### src/rtl/vga_timing_core.sv
// VGA pixel-timing generator: column/row counters, registered sync/active decode,
// active-pixel coordinates, line/frame strobes and a frame counter, gated by a pixel enable.
module vga_timing_core #(
  parameter int H_SYNC   = 120,
  parameter int H_BP     = 64,
  parameter int H_ACT    = 800,
  parameter int H_FP     = 56,
  parameter int V_SYNC   = 6,
  parameter int V_BP     = 23,
  parameter int V_ACT    = 600,
  parameter int V_FP     = 37,
  parameter bit SYNC_POL = 1'b0
) (
  input  logic        clk,
  input  logic        rst_n,
  input  logic        en,
  output logic [10:0] c1,
  output logic [10:0] c2,
  output logic        hsync,
  output logic        vsync,
  output logic        de,
  output logic [10:0] x,
  output logic [10:0] y,
  output logic        line_start,
  output logic        frame_start,
  output logic [15:0] frame_cnt
);

  localparam int H_TOTAL = H_SYNC + H_BP + H_ACT + H_FP;
  localparam int V_TOTAL = V_SYNC + V_BP + V_ACT + V_FP;

  // Boundaries are 12 bits wide so an active window ending exactly at 2048 still compares correctly.
  localparam logic [11:0] H_LAST      = 12'(H_TOTAL - 1);
  localparam logic [11:0] V_LAST      = 12'(V_TOTAL - 1);
  localparam logic [11:0] H_SYNC_END  = 12'(H_SYNC);
  localparam logic [11:0] V_SYNC_END  = 12'(V_SYNC);
  localparam logic [11:0] H_ACT_BEG   = 12'(H_SYNC + H_BP);
  localparam logic [11:0] V_ACT_BEG   = 12'(V_SYNC + V_BP);
  localparam logic [11:0] H_ACT_END   = 12'(H_SYNC + H_BP + H_ACT);
  localparam logic [11:0] V_ACT_END   = 12'(V_SYNC + V_BP + V_ACT);

  logic [10:0] c1_q, c1_d;
  logic [10:0] c2_q, c2_d;
  logic        hsync_q, hsync_d;
  logic        vsync_q, vsync_d;
  logic        de_q, de_d;
  logic [10:0] x_q, x_d;
  logic [10:0] y_q, y_d;
  logic        line_start_q, line_start_d;
  logic        frame_start_q, frame_start_d;
  logic [15:0] frame_cnt_q, frame_cnt_d;

  logic [11:0] c1_ext, c2_ext;
  logic        h_wrap, v_wrap, h_act, v_act;

  assign c1_ext = {1'b0, c1_q};
  assign c2_ext = {1'b0, c2_q};
  assign h_wrap = (c1_ext == H_LAST);
  assign v_wrap = (c2_ext == V_LAST);
  assign h_act  = (c1_ext >= H_ACT_BEG) && (c1_ext < H_ACT_END);
  assign v_act  = (c2_ext >= V_ACT_BEG) && (c2_ext < V_ACT_END);

  always_comb begin
    // NOTE: every _d gets a default before any branch, so no path leaves it unassigned and no latch is inferred.
    c1_d          = c1_q;
    c2_d          = c2_q;
    hsync_d       = hsync_q;
    vsync_d       = vsync_q;
    de_d          = de_q;
    x_d           = x_q;
    y_d           = y_q;
    frame_cnt_d   = frame_cnt_q;
    line_start_d  = 1'b0;
    frame_start_d = 1'b0;

    if (en) begin
      c1_d = h_wrap ? 11'd0 : c1_q + 11'd1;
      if (h_wrap) begin
        c2_d = v_wrap ? 11'd0 : c2_q + 11'd1;
        if (v_wrap) frame_cnt_d = frame_cnt_q + 16'd1;
      end

      // Decode uses the pre-increment position, giving one enabled cycle of latency.
      hsync_d       = (c1_ext < H_SYNC_END) ? SYNC_POL : ~SYNC_POL;
      vsync_d       = (c2_ext < V_SYNC_END) ? SYNC_POL : ~SYNC_POL;
      de_d          = h_act && v_act;
      x_d           = (h_act && v_act) ? c1_q - H_ACT_BEG[10:0] : 11'd0;
      y_d           = (h_act && v_act) ? c2_q - V_ACT_BEG[10:0] : 11'd0;
      line_start_d  = (c1_q == 11'd0);
      frame_start_d = (c1_q == 11'd0) && (c2_q == 11'd0);
    end
  end

  always_ff @(posedge clk) begin
    if (!rst_n) begin
      c1_q          <= 11'd0;
      c2_q          <= 11'd0;
      hsync_q       <= ~SYNC_POL;
      vsync_q       <= ~SYNC_POL;
      de_q          <= 1'b0;
      x_q           <= 11'd0;
      y_q           <= 11'd0;
      line_start_q  <= 1'b0;
      frame_start_q <= 1'b0;
      frame_cnt_q   <= 16'd0;
    end else begin
      // NOTE: non-blocking assignments so every flop samples the pre-edge values of the others.
      c1_q          <= c1_d;
      c2_q          <= c2_d;
      hsync_q       <= hsync_d;
      vsync_q       <= vsync_d;
      de_q          <= de_d;
      x_q           <= x_d;
      y_q           <= y_d;
      line_start_q  <= line_start_d;
      frame_start_q <= frame_start_d;
      frame_cnt_q   <= frame_cnt_d;
    end
  end

  assign c1          = c1_q;
  assign c2          = c2_q;
  assign hsync       = hsync_q;
  assign vsync       = vsync_q;
  assign de          = de_q;
  assign x           = x_q;
  assign y           = y_q;
  assign line_start  = line_start_q;
  assign frame_start = frame_start_q;
  assign frame_cnt   = frame_cnt_q;

endmodule

### config.mk
export PLATFORM = sky130hd
export DESIGN_NAME = vga_timing_core
export DESIGN_NICKNAME = d
export VERILOG_FILES = /design/src/rtl/vga_timing_core.sv
export SDC_FILE = /design/constraint.sdc
export NUM_CORES = 1
export LEC_CHECK = 0
export BUFFER_PORTS_ARGS = -buffer_cell sky130_fd_sc_hd__buf_2
export CAP_MARGIN = 15
export CORE_ASPECT_RATIO = 0.8
export CORE_UTILIZATION = 51
export CTS_BUF_LIST = sky130_fd_sc_hd__clkbuf_2 sky130_fd_sc_hd__clkbuf_4 sky130_fd_sc_hd__clkbuf_8
export CTS_CLUSTER_DIAMETER = 60
export DETAILED_ROUTE_END_ITERATION = 6
export PLACE_DENSITY = 0.78
export SLEW_MARGIN = 25
export SYNTH_ARGS = -nofsm -noshare
export SYNTH_HDL_FRONTEND = slang
export SYNTH_SLANG_ARGS = --single-unit
### constraint.sdc
create_clock -name clk -period 1.7 [get_ports clk]
set_input_delay 0.34 -clock clk [delete_from_list [all_inputs] [get_ports clk]]
set_output_delay 0.34 -clock clk [all_outputs]
set_load 0.05 [all_outputs]
; ---- Word level (Yosys, flattened, before mapping)
; Cells that the tools add are included.
[op_classes]
n_addsub = 5
magnitude_cmp = 6
n_eq_ne = 2
n_mux = 6
n_reduce_logical = 9
[op_table]
columns = op, count
row1 = 11-bit two-way mux, 4
row2 = "11-bit by 1-bit adder with 11-bit output, second input constant", 2
row3 = 11-bit zero test, 2
row4 = "11-bit by 10-bit less-than comparator with 1-bit output, second input constant", 2
row5 = "16-bit by 1-bit adder with 16-bit output, second input constant", 1
row6 = "11-bit by 10-bit == test with 1-bit output, second input constant", 1
row7 = "11-bit == test, second input constant", 1
row8 = "11-bit by 5-bit >= comparator with 1-bit output, second input constant", 1
row9 = "11-bit by 8-bit >= comparator with 1-bit output, second input constant", 1
row10 = "11-bit by 3-bit less-than comparator with 1-bit output, second input constant", 1
row11 = "11-bit by 7-bit less-than comparator with 1-bit output, second input constant", 1
row12 = "11-bit by 5-bit subtractor with 11-bit output, second input constant", 1
row13 = "11-bit by 8-bit subtractor with 11-bit output, second input constant", 1
row14 = 1-bit logical AND, 4
row15 = 2-bit AND reduction, 2
row16 = 3-bit AND reduction, 1
row17 = 1-bit two-way mux, 2
[totals]
reg_bits = 65
inputBits = 3
output_inout_bits = 65

; ---- Longest topological paths before layout
; Gate-level depths: netlist of the first run.
[logic_depth]
word_depth = 4
ltp_mapped = 7

; ---- Least setup slack after synthesis of the first run
; OpenSTA, ideal clock, no wires.
[synth_timing]
path_type = reg2reg
start = reg c2_q[1], in the netlist c2[1]
end = reg x_q[1], in the netlist x[1]
setup_time_ps = 117
t_arrival_ps = 2144
required_ps = 1583
setup_slack_ps = -561
path_stages_with_launch = 8
cell_sequence = dfxtp_1 inv_1 ha_1 or3_1 a211oi_2 a211oi_2 buf_6 a32o_1
[synth_between]
elab_chain_len = 4
elab_cells_between_ends = 5
classes_between = order compare: 2 / mux: 1 / reduce/logical: 2
[synth_lines]
columns = item, line_no
row1 = "start, declared", 43  ; logic [10:0] c2_q, c2_d;
row2 = "start signal, assigned", 97  ; c2_q <= 11'd0;
row3 = "start signal, assigned", 109  ; c2_q <= c2_d;
row4 = 11-bit by 5-bit >= comparator with 1-bit output or 11-bit by 10-bit less-than comparator with 1-bit output (tied branches), 61  ; assign v_act = (c2_ext >= V_ACT_BEG) && (c2_ext < V_ACT_END);
row5 = 1-bit logical AND (*), 61
row6 = 1-bit logical AND (*), 87  ; x_d = (h_act && v_act) ? c1_q - H_ACT_BEG[10:0] : 11'd0;
row7 = 11-bit two-way mux (*), 87
row8 = "end signal, assigned", 101  ; x_q <= 11'd0;
row9 = "end signal, assigned", 113  ; x_q <= x_d;
row10 = "end, declared", 47  ; logic [10:0] x_q, x_d;
; Mark *: on every way between the ends. The rest lies on a longest branch, timed or not.
; A chain may end at the register's enable or synchronous reset.

; ---- Worst setup path in the final report of the first run
[layout_timing]
start = reg c2_q[1], in the netlist c2[1]
end = reg frame_cnt_q[11], in the netlist frame_cnt[11]
[layout_between]
elab_chain_len = 2
[layout_lines]
columns = item, line_no
row1 = 11-bit by 10-bit == test with 1-bit output, 59  ; assign v_wrap = (c2_ext == V_LAST);
row2 = 3-bit AND reduction (no line), -
row3 = "end signal, assigned", 117  ; frame_cnt_q <= frame_cnt_d;
row4 = "end, declared", 51  ; logic [15:0] frame_cnt_q, frame_cnt_d;
; No other way between the ends.

==> impl_metrics.py, run 1 <==
metrics = {
    "drt": {
        "drt_iter0_markers": 313,
        "routed_wl_um": 10400,
        "wl_per_cell_um": 18.3,
        "dr.pass1.iters": 6,
        "ant_nets": 0,
        "route.detailed.drc": 0,
        "viasPerCell": 6.20,
        "num_vias": 3509,
    },
    "global_route": {
        "grt_pass1_wl_um": 14800,
        "antenna_found_initial": 0,
        "grt-ovfl-total": 0,
        "grt_pass1_vias": 3018,
        "grt_usage": 0.281,
        "grt_max_degree": 40,
    },
    "placement": {
        "place.gp.congestion": 0.813,
        "place_area_um2": 4130,
        "port_buffers": 67,
        "pre_cts_slack_ps": -104,
        "dp_hpwl_um": 6440,
    },
    "cts": {
        "holdBufCountCts": 0,
        "clk_pin_slew_worst_paths_ps": 80,
        "cts_root_buf": "clkbuf_8",
        "htree_levels": 3,
        "clock_sinks": 65,
        "cts_buffers": 9,
        "clockBufferDepth": 2,
        "worstSkewPairLatency_ps": 360,
        "cts_tree": "yes",
    },
    "setup_path": {
        "cp-start-kind": "flip-flop",
        "worst-r2r-cell-count": 7,
        "max_stage_delay_ps": 460,
        "crit_required_ps": 1980,
        "slowest_stage": "or4_1",
        "reg2reg_slack_ps": -60,
        "worst-setup-path-type": "flip-flop to flip-flop",
        "critPathBufInv": 2,
        "worstReg2RegStart": "c2[1]",
        "crit_path_max_fanout": 5,
        "r2r_end": "frame_cnt[11]",
        "crit_chain": "inv_4 -> ha_4 -> and4b_1 -> nand4_1 -> buf_6 -> or4_1 -> a21oi_1",
        "cp_top_family": "simple AND/OR/NAND/NOR gates",
        "critical_path_arrival_ps": 2050,
        "cp-end-kind": "flip-flop",
    },
    "run": {
        "maxCapViolCount": 0,
    },
    "die": {
        "die_h_um": 73.9,
        "row_count": 25,
        "pin_count": 68,
        "core-area_um2": 6070,
        "start_util": 0.543,
        "fp.dieArea_um2": 6790,
        "die_w_um": 91.9,
    },
    "timing": {
        "slew_headroom": 0.761,
        "drv_slew": 0,
        "worst_pin_slew_ps": 357,
        "setup_viol": 33,
        "period_needed_ps": 1760,
        "fmax_mhz": 568,
        "fin_skew_ps": 10.4,
        "fin_ws_ps": -62.0,
        "rsz0062_at_grt": "yes",
        "hold_viol": 0,
        "post-route-period-util": 1.04,
    },
    "layout": {
        "multi_input_area_um2": 2040,
        "diodes": 0,
        "drive_gt1_frac": 0.472,
        "fill_cells": 404,
        "nets": 491,
        "area_growth_syn_to_layout_pct": 41.6,
        "stdcell_area_um2": 4660,
        "regArea_um2": 1370,
    },
    "synth": {
        "ys_types": 50,
        "yosys_register_bits": 65,
        "synth.avg_cell_area_um2": 9.15,
        "ys_warn_count": 0,
        "synth.net_count": 371,
        "async_flop_share": 0,
        "synthesis.area_um2": 3290,
        "syn_inst": 360,
        "yosysSeqAreaShare": 0.395,
        "synth_edf_count": 0,
        "ys.flop_type": "dfxtp_1",
    },
    "worst_hold_path": {
        "min_from": "rst_n",
        "holdPathStages": 3,
        "hold-path-endpoint": "vsync",
        "min_path_type": "input pin to flip-flop",
    },
    "pwr": {
        "vdd_drop_max_mv": 0.577,
        "power_leakage_nw": 1.90,
        "p_per_area_nw_per_um2": 646,
    },
    "status": {
        "violations": "negative setup slack",
        "status": "complete, but fails checks",
    },
}
layout by cell type, fill, tap and decap left out, types with 7 or more instances in the layout:
cell      count
a21oi_1      16
a21oi_2       8
a32o_1       21
buf_2        68
buf_4        56
buf_6         7
clkbuf_8      9
dfxtp_1      35
dfxtp_2      16
dfxtp_4      14
inv_1        10
nand2_1      19
nand3_1      18
nand4_1      12
nor2_1       24
o31ai_1      14
or4_1        10
or4_4         8
xnor2_1      16
xor2_1        9
layer usage:
metal	vias up	share of wire	global-route usage
met4	0	0.020	0.0938
met1	1691	0.42	0.374
met3	28	0.082	0.0694
met5	-	0	0
li1	1619	-	-
met2	171	0.48	0.449
Yosys cell counts (2+ instances only):
master | number | area [um^2]
inv_1 | 11 | 41.3
or3_1 | 6 | 37.5
a21oi_1 | 24 | 120
o311ai_0 | 2 | 17.5
o21ai_0 | 8 | 40.0
nor2_1 | 24 | 90.1
and4b_1 | 4 | 40.0
a22o_1 | 2 | 17.5
buf_6 | 6 | 67.6
nor3_1 | 6 | 30.0
dfxtp_1 | 65 | 1300
nor4bb_1 | 2 | 20.0
and4_1 | 3 | 26.3
ha_1 | 8 | 100
buf_2 | 8 | 40.0
and3_1 | 6 | 37.5
or4_1 | 17 | 128
a211oi_2 | 2 | 25.0
nand3_1 | 18 | 90.1
o31ai_1 | 16 | 120
nor4_1 | 4 | 25.0
clkbuf_1 | 11 | 41.3
a32o_1 | 21 | 210
a31o_2 | 2 | 17.5
nand4_1 | 12 | 75.1
and2_1 | 2 | 12.5
nor3_2 | 2 | 20.0
nand2_1 | 20 | 75.1
nand2b_1 | 3 | 18.8
xnor2_1 | 16 | 140
nand4b_1 | 2 | 17.5
xor2_1 | 9 | 78.8
power breakdown:
| group | switching, mW | internal, mW |
|---|---|---|
| registers | 0.00649 | 1.51 |
| clock network | 0.670 | 0.690 |
| logic | 0.0980 | 0.0385 |
| total | 0.775 | 2.24 |
area by class of cell:
cell class / count / area share
clock buffer: 9 / 0.0266
tap: 81 / 0.0217
timing repair buffer: 134 / 0.194
multi-input combinational: 258 / 0.437
inverter: 12 / 0.0102
clock inverter: 7 / 0.0164
sequential: 65 / 0.295
worst max-delay path by stage:
| stage | cells after the start | slack [ps] | to | start |
|---|---|---|---|---|
| final | 7 | -60 | frame_cnt[11] | c2[1] |
| after CTS | 6 | -60 | frame_cnt[3] | c1[1] |
| after detailed placement | 7 | -100 | x[0] | c2[1] |
| after global placement | 7 | -40 | y[1] | c2[1] |
| after floorplan | 7 | -110 | x[1] | c2[1] |
| after global routing | 7 | -130 | frame_cnt[11] | c2[1] |
per-stage QoR:
step	cells	total power, mW	util	TNS (ps)	hold slack [ps]
6_report	566	3.01	0.769	-681	396
5_1_grt	566	3.11	0.769	-2820	397
4_1_cts	559	3.01	0.726	-1070	368
3_5_place_dp	537	1.68	0.680	-1980	450
3_3_place_gp	537	1.68	0.680	-377	443
2_1_floorplan	360	1.64	-	-2860	574
worst min-delay path, stage by stage:
cell and delay, ps:
buf_2 110, buf_4 190, nand2_1 70
repair_timing:
item	in CTS	in global routing
resized for setup	10	44
gates cloned	3	2
endpoints found under the setup margin	38	52
pin swaps	12	13
buffers inserted	3	5
logic make-up after synthesis:
| logic type | synth area share |
|---|---|
| buffers and inverters | 0.0600 |
| and+or+nand+nor | 0.253 |
| DFF | 0.395 |
| xor gates and xnor gates | 0.0665 |
| adders and majority gates | 0.0304 |
| muxes | 0.00304 |
| AOI/OAI and AO/OA | 0.192 |
state kept, by name, summed over array words and instances, names as in the netlist:
name and flops:
frame_cnt 16, c1 11, c2 11, x 11
y 11, de 1, frame_start 1, hsync 1
line_start 1, vsync 1
Power figures use the tool's default switching activity.
==> run 2: changes to the inputs <==
--- a/config.mk
+++ b/config.mk
@@ -8,11 +8,11 @@
 export BUFFER_PORTS_ARGS = -buffer_cell sky130_fd_sc_hd__buf_2
 export CAP_MARGIN = 15
 export CORE_ASPECT_RATIO = 0.8
-export CORE_UTILIZATION = 51
+export CORE_UTILIZATION = 50
 export CTS_BUF_LIST = sky130_fd_sc_hd__clkbuf_2 sky130_fd_sc_hd__clkbuf_4 sky130_fd_sc_hd__clkbuf_8
 export CTS_CLUSTER_DIAMETER = 60
 export DETAILED_ROUTE_END_ITERATION = 6
-export PLACE_DENSITY = 0.78
+export PLACE_DENSITY = 0.77
 export SLEW_MARGIN = 25
 export SYNTH_ARGS = -nofsm -noshare
 export SYNTH_HDL_FRONTEND = slang
==> run 2 against run 1 <==
The run still ends with negative setup slack left. Power is 0.22% lower. Final cell count is 1.1% higher. Largest power group unchanged. Critical path type unchanged. Combinational power is 4% higher. Count of clock-buffer cells in the layout is 1 higher.
==> impl_metrics.py, run 2 (synthesis results as in run 1) <==
metrics = {
    "status": {
        "status": "complete, but fails checks",
        "violations": "negative setup slack",
    },
    "setup_path": {
        "worstReg2RegStart": "c1[10]",
        "worst-r2r-cell-count": 6,
        "r2r_end": "x[4]",
        "crit_required_ps": 1990,
        "cp-start-kind": "flip-flop",
        "crit_path_max_fanout": 6,
        "reg2reg_slack_ps": -120,
        "critical_path_arrival_ps": 2120,
        "cp-end-kind": "flip-flop",
        "worst-setup-path-type": "flip-flop to flip-flop",
        "cp-startpoint": "c1[10]",
    },
    "cts": {
        "htree_levels": 3,
        "cts_root_buf": "clkbuf_8",
        "cts_tree": "yes",
        "clock_sinks": 65,
        "clk_pin_slew_worst_paths_ps": 80,
        "clockBufferDepth": 2,
        "worstSkewPairLatency_ps": 350,
        "cts_buffers": 9,
    },
    "placement": {
        "dp_cells": 543,
        "place.gp.congestion": 0.876,
        "pre_cts_slack_ps": -160,
        "dp_hpwl_um": 6400,
        "port_buffers": 67,
    },
    "drt": {
        "wl_per_cell_um": 18.0,
        "viasPerCell": 6.05,
        "num_vias": 3461,
        "ant_nets": 0,
        "dr.pass1.iters": 4,
        "routed_wl_um": 10300,
        "route.detailed.drc": 0,
        "drt_iter0_markers": 211,
    },
    "timing": {
        "drv_slew": 0,
        "hold_viol": 0,
        "post-route-period-util": 1.07,
        "fin_setup_tns_ps": -2560,
        "worst_pin_slew_ps": 378,
        "fmax_mhz": 549,
        "slew_headroom": 0.747,
        "fin_ws_ps": -121,
        "rsz0062_at_grt": "yes",
        "fin_skew_ps": 6.23,
        "setup_viol": 36,
        "period_needed_ps": 1820,
    },
    "layout": {
        "drive_gt1_frac": 0.492,
        "final_cells": 572,
        "final_cell_mix": "buf_2, buf_4, dfxtp_1",
        "largest_reg_flops": 16,
        "diodes": 0,
        "area_growth_syn_to_layout_pct": 44.4,
        "nets": 494,
        "fill_cells": 435,
        "final_common_cell": "buf_2",
    },
    "worst_hold_path": {
        "min_path_type": "input pin to flip-flop",
        "hold-path-endpoint": "hsync",
        "holdPathStages": 3,
        "min_from": "rst_n",
    },
    "global_route": {
        "grt_usage": 0.270,
        "grt_pass1_vias": 2931,
        "grt_pass1_wl_um": 14400,
        "antenna_found_initial": 0,
        "grt-ovfl-total": 0,
        "grt_max_degree": 40,
    },
    "pwr": {
        "p_per_area_nw_per_um2": 632,
        "vdd_drop_max_mv": 0.506,
        "power_leakage_nw": 1.93,
    },
    "die": {
        "row_count": 26,
        "core-area_um2": 6380,
        "start_util": 0.517,
        "die_w_um": 92.8,
        "pin_count": 68,
        "fp.dieArea_um2": 6920,
        "die_h_um": 74.6,
    },
    "run": {
        "maxCapViolCount": 0,
    },
}
==> run 2: through the flow <==
| stage | total power, mW | hold slack [ps] | util | instance area [um^2] |
|---|---|---|---|---|
| finish | 3.01 | 391 | 0.746 | 4760 |
| global route | 3.11 | 392 | 0.746 | 4760 |
| floorplan | 1.64 | 574 | - | 3430 |
| CTS | 3.01 | 363 | 0.692 | 4410 |
| detailed placement | 1.68 | 455 | 0.651 | 4150 |
| global placement | 1.68 | 443 | 0.651 | 4150 |
==> run 2: worst max-delay path by stage <==
stage / endpoint / depth (start not counted)
after global placement: y[0] / 7
final: x[4] / 6
after detailed placement: y[8] / 7
after global routing: x[4] / 6
after floorplan: x[1] / 7
after CTS: y[0] / 7
==> run 2: power by group <==
group,total (mW),switching (mW),leakage (nW),internal [mW]
logic,0.142,0.102,1.28,0.0405
clock network,1.35,0.629,0.107,0.721
registers,1.52,0.00557,0.544,1.51
total,3.01,0.737,1.93,2.27
==> run 2: repair_timing <==
item / CTS / global route
resized for setup: 14 / 57
hold buffers: 0 / 0
setup endpoints to repair: 40 / 52
pin swaps: 2 / 21
buffers inserted: 0 / 8
gates cloned: 0 / 5
==> run 2: final cells by class <==
class	count	area (um^2)	area share
clock inverter	6	65.1	0.0137
tap	84	105	0.0221
inverter	12	47.5	0.00999
clock buffer	10	138	0.0289
multi-input combinational	258	2070	0.436
timing repair buffer	137	952	0.200
sequential	65	1380	0.289
==> run 2: routing by layer <==
layer | global-route usage | share of wire | vias up
met3 | 0.0634 | 0.064 | 24
met1 | 0.354 | 0.44 | 1662
li1 | - | - | 1619
met5 | 0 | 0 | -
met4 | 0.108 | 0.020 | 0
met2 | 0.435 | 0.48 | 156
==> run 2: worst max-delay path, cell delays in order, from the launching register on <==
cell and delay, ps:
dfxtp_4 360, buf_6 120, nor4bb_1 320, o21ai_1 220
a211oi_4 390, buf_6 180, a32o_2 170
